--- config.mk ---
export PLATFORM = sky130hd
export DESIGN_NAME = mem_2ps_mrd
export DESIGN_NICKNAME = d
export VERILOG_FILES = /design/src/rtl/mem_2ps_mrd.sv
export SDC_FILE = /design/constraint.sdc
export NUM_CORES = 1
export LEC_CHECK = 0
export ABC_AREA = 1
export CAP_MARGIN = 25
export CORE_ASPECT_RATIO = 1.75
export CORE_UTILIZATION = 50
export DETAILED_ROUTE_END_ITERATION = 10
export HOLD_SLACK_MARGIN = 0.06
export PLACE_DENSITY_LB_ADDON = 0.2
export SETUP_SLACK_MARGIN = 0.05
export SKIP_CTS_REPAIR_TIMING = 1
export SLEW_MARGIN = 20
export SYNTH_ARGS = -nofsm -noshare
export SYNTH_HDL_FRONTEND = slang
export SYNTH_SLANG_ARGS = --single-unit
--- constraint.sdc ---
create_clock -name clk -period 1.55 [get_ports clk]
set_input_delay 0.31 -clock clk [delete_from_list [all_inputs] [get_ports clk]]
set_output_delay 0.31 -clock clk [all_outputs]
set_load 0.01 [all_outputs]
--- src/rtl/mem_2ps_mrd.sv ---
// mem_2ps_mrd: simple dual-port memory with one write port and NUM_RD
// registered read ports, each with a valid strobe.
//
// After reset, an internal sweep writes INIT_VALUE to every entry, one entry
// per cycle. Ports are accepted only once ready_o is high.
//
// Optional feature, controlled by the macro MEM_BYPASS_EN:
//   - defined:   a read and a write to the same address in the same cycle
//                return the new write data (write-first).
//   - undefined: that read returns the pre-write contents (read-first).
module mem_2ps_mrd #(
    parameter int                    ADDR_WIDTH = 4,
    parameter int                    DATA_WIDTH = 8,
    parameter int                    NUM_RD     = 2,
    parameter logic [DATA_WIDTH-1:0] INIT_VALUE = '0
) (
    input  logic                           clk,
    input  logic                           rst_n,
    output logic                           ready_o,
    input  logic                           write_en_i,
    input  logic [ADDR_WIDTH-1:0]          addr_write_i,
    input  logic [DATA_WIDTH-1:0]          data_write_i,
    input  logic [NUM_RD-1:0]              rd_en_i,
    input  logic [NUM_RD*ADDR_WIDTH-1:0]   addr_read_i,
    output logic [NUM_RD*DATA_WIDTH-1:0]   data_read_o,
    output logic [NUM_RD-1:0]              rd_valid_o
);

    localparam int MEM_DEPTH = 1 << ADDR_WIDTH;

    typedef enum logic {
        ST_INIT  = 1'b0,
        ST_READY = 1'b1
    } state_t;

    state_t                          state_q, state_d;
    logic [ADDR_WIDTH-1:0]           init_cnt_q, init_cnt_d;
    logic [NUM_RD-1:0]               rd_valid_q, rd_valid_d;
    logic [NUM_RD*DATA_WIDTH-1:0]    data_read_q, data_read_d;

    logic [DATA_WIDTH-1:0]           mem [MEM_DEPTH];

    logic                            mem_we;
    logic [ADDR_WIDTH-1:0]           mem_waddr;
    logic [DATA_WIDTH-1:0]           mem_wdata;

    // Init sweep counter and state progression; READY is left only by reset.
    always_comb begin
        state_d    = state_q;
        init_cnt_d = init_cnt_q;
        case (state_q)
            ST_INIT: begin
                if (init_cnt_q == ADDR_WIDTH'(MEM_DEPTH - 1)) begin
                    state_d    = ST_READY;
                    init_cnt_d = '0;
                end else begin
                    init_cnt_d = init_cnt_q + ADDR_WIDTH'(1);
                end
            end
            default: begin
                state_d    = ST_READY;
                init_cnt_d = init_cnt_q;
            end
        endcase
    end

    // Single write path shared by the init sweep and the user write port.
    always_comb begin
        mem_we    = 1'b0;
        mem_waddr = init_cnt_q;
        mem_wdata = INIT_VALUE;
        if (rst_n) begin
            if (state_q == ST_INIT) begin
                mem_we = 1'b1;
            end else if (write_en_i) begin
                mem_we    = 1'b1;
                mem_waddr = addr_write_i;
                mem_wdata = data_write_i;
            end
        end
    end

    // Per-port read capture; data holds when a port is idle.
    always_comb begin
        rd_valid_d  = '0;
        data_read_d = data_read_q;
        if (state_q == ST_READY) begin
            for (int k = 0; k < NUM_RD; k++) begin
                if (rd_en_i[k]) begin
                    rd_valid_d[k] = 1'b1;
`ifdef MEM_BYPASS_EN
                    if (mem_we && (mem_waddr == addr_read_i[k*ADDR_WIDTH +: ADDR_WIDTH])) begin
                        data_read_d[k*DATA_WIDTH +: DATA_WIDTH] = mem_wdata;
                    end else begin
                        data_read_d[k*DATA_WIDTH +: DATA_WIDTH] =
                            mem[addr_read_i[k*ADDR_WIDTH +: ADDR_WIDTH]];
                    end
`else
                    data_read_d[k*DATA_WIDTH +: DATA_WIDTH] =
                        mem[addr_read_i[k*ADDR_WIDTH +: ADDR_WIDTH]];
`endif
                end
            end
        end
    end

    // Control and read-port registers; reset drops any in-flight read.
    always_ff @(posedge clk) begin
        if (!rst_n) begin
            state_q     <= ST_INIT;
            init_cnt_q  <= '0;
            rd_valid_q  <= '0;
            data_read_q <= '0;
        end else begin
            state_q     <= state_d;
            init_cnt_q  <= init_cnt_d;
            rd_valid_q  <= rd_valid_d;
            data_read_q <= data_read_d;
        end
    end

    // Storage array; not reset, the init sweep clears it.
    always_ff @(posedge clk) begin
        if (mem_we) begin
            mem[mem_waddr] <= mem_wdata;
        end
    end

    assign ready_o     = (state_q == ST_READY);
    assign rd_valid_o  = rd_valid_q;
    assign data_read_o = data_read_q;

endmodule
==> metrics.cfg <==
[grt]
antenna_found_initial = 0
grt_most_used_layer = met2
grt_use_total_pct = 31.2
met3_usage_pct = 5.04
grt_max_degree = 41
use_met1_pct = 33.5
grt_pass1_wl_mm = 34.5
grt_pass1_vias = 6075
grt_overflow = 0
grt.met2_usage_pct = 53.1

[sta]
setup_viol = 128
slew_viol_final = 0
rsz0062_at_grt = yes
min_period_ns = 1.63
hold_viol = 0
tightest_slew_ns = 0.306
relSlewSlack_pct = 79.6
timing.final.crit_share_pct = 105
max_freq_mhz = 612
setup_slack_ns = -0.0828
finClkSkew_ns = 0.00925

[yosys]
syn_area_um2 = 7600
synth-seq-area-share_pct = 56.6
synth.avg_cell_area_um2 = 8.55
ys_warn_count = 0
yosysUniqueCellTypes = 19
syn_inst = 889
syn-num-nets = 915
ys_ff_latch = 151

[worst_hold_path]
hold_end = init_cnt_q[2]
hold_path.class = in2reg
hold_depth = 3
min_from = rst_n

[floorplanning]
fp.dieW_um = 95.2
fp-row-count = 59
dieArea_um2 = 15700
core-area_um2 = 14800
ios = 44
initial_core_util_pct = 51.2
die_y_um = 165

[final_layout]
layout.nets = 982
final_common_cell = nand2_1
drive_above_1_share_pct = 13.4
diodes = 0
final_cell_mix = 342 x nand2_1, 207 x nand3_1, 128 x edfxtp_1
syn_to_final_growth_pct = 24.1
fill_cells = 1193

[clock_tree]
worstSkewPairLatency_ns = 0.42
cts_root_buffer = clkbuf_16
cts_tree = done
cts_made_buffers = 17
cts_max_level = 4
cts_sinks = 151
clk_pin_slew_ns = 0.06
cts_buffer_depth = 2

[worst_setup_path]
r2r_start = ready_o
max_stage_delay_ns = 0.39
cp_num_buf_inv = 1
required_ns = 1.65
cpMaxStageDelayCell = dfxtp_4
cp_max_fo = 8
cp_top_family = simple AND/OR/NAND/NOR gates
crit_chain = nand3_4, o21ai_4, inv_1, nor2_1, nand2_2, nor2_4
end_kind = flip-flop
reg2reg_depth = 6
cp-start-kind = flip-flop
cp-startpoint = ready_o
reg2reg_to = mem[0][1]
ff2ff_setup_slack_ns = -0.08
worstSetupPathType = reg2reg
cp.arrival_ns = 1.73

[job]
drv_cap = 0

[placement]
dp_slack_ns = -0.719
portBuffers = 43
place_hpwl_mm = 16.5
place_congestion = 0.942

[power_and_ir_drop]
total_leakage_power_uw = 0.00422
design_power_total_uw = 9200
vdd_drop_max_v = 0.000961
pwr_density_cell_nw_per_um2 = 974

[outcome]
violations = setup timing
outcome = complete, but fails checks

[detailed_routing]
wirelength_mm = 23.3
viasPerCell = 5.62
drcViolationCount = 0
first_iter_violations = 542
postRouteAntennaNets = 0
vias = 6473
drt_first_pass_iters = 6
post_drt_wl_per_cell_um = 20.2

## registers in the layout, summed over array words and instances (netlist names)
signal       flops
data_read_o     16
init_cnt_q       4
mem            128
rd_valid_o       2
ready_o          1
## layer usage
layer	part of all wire [%]	routed length [um]
met5	0	0
met4	8.6	2000
met3	5.5	1290
met2	51	11900
met1	35	8160
## worst min-delay path, delay by kind of cell
family | cells | cell delay, ns
AO/OA/AOI/OAI | 1 | 0.12
buffers and inverters | 1 | 0.20
AND/OR/NAND/NOR | 1 | 0.04
## logic make-up (layout without fill, tap and decap cells)
group	count (synthesis)	after routing	share of synthesized area, %
simple gates	626	627	34.7
buf+inv	97	176	7.44
compound gates	14	14	1.10
flops	151	151	56.6
fa+ha+maj	1	1	0.165
## cell type report
cell class	instances	area, um2	share of cell area [%]
Timing Repair Buffer	101	1230	13.0
Clock buffer	18	429	4.55
Clock inverter	14	125	1.33
Multi-Input combinational cell	642	2960	31.4
Sequential cell	151	4310	45.6
Inverter	43	161	1.71
Tap cell	183	229	2.43
## how the worst max path moves through the flow
| stage | cells after the start | slack (ns) | endpoint |
|---|---|---|---|
| 2_1_floorplan | 7 | -0.08 | mem[0][0] |
| 3_3_place_gp | 7 | -0.67 | mem[0][7] |
| 3_5_place_dp | 7 | -0.72 | mem[0][7] |
| 4_1_cts | 7 | -0.28 | mem[0][1] |
| 5_1_grt | 6 | -0.18 | mem[0][1] |
| 6_report | 6 | -0.08 | mem[0][1] |
## power breakdown
group	leakage (uW)	internal (uW)	switching, uW	total (uW)
Combinational	0.00241	334	607	941
Clock	0.000260	2210	1630	3840
Sequential	0.00155	4390	20.7	4410
Total	0.00422	6940	2260	9200
## cell usage after synthesis, drive strengths merged
library cell	count	area share (%)
nand3	213	14
a21oi	6	0.40
nor2	64	3.2
clkbuf	3	0.15
o21ai	7	0.61
dfxtp	23	6.1
a211oi	1	0.099
inv	43	2.1
ha	1	0.16
nand2	349	17
edfxtp	128	51
buf	51	5.2
## through the flow
stage / hold WS (ns) / area [um2] / setup TNS [ns] / utilization (%) / instances
final: 0.294 / 9440 / -4.95 / 63.6 / 1152
after global routing: 0.308 / 9440 / -16.77 / 63.6 / 1152
after CTS: 0.457 / 9270 / -26.99 / 62.5 / 1150
after detailed placement: 0.505 / 8710 / -117.58 / 58.7 / 1118
after global placement: 0.500 / 8710 / -110.31 / 58.7 / 1118
after floorplan: 0.443 / 7760 / -5.75 / - / 889
Power figures use the tool's default switching activity.
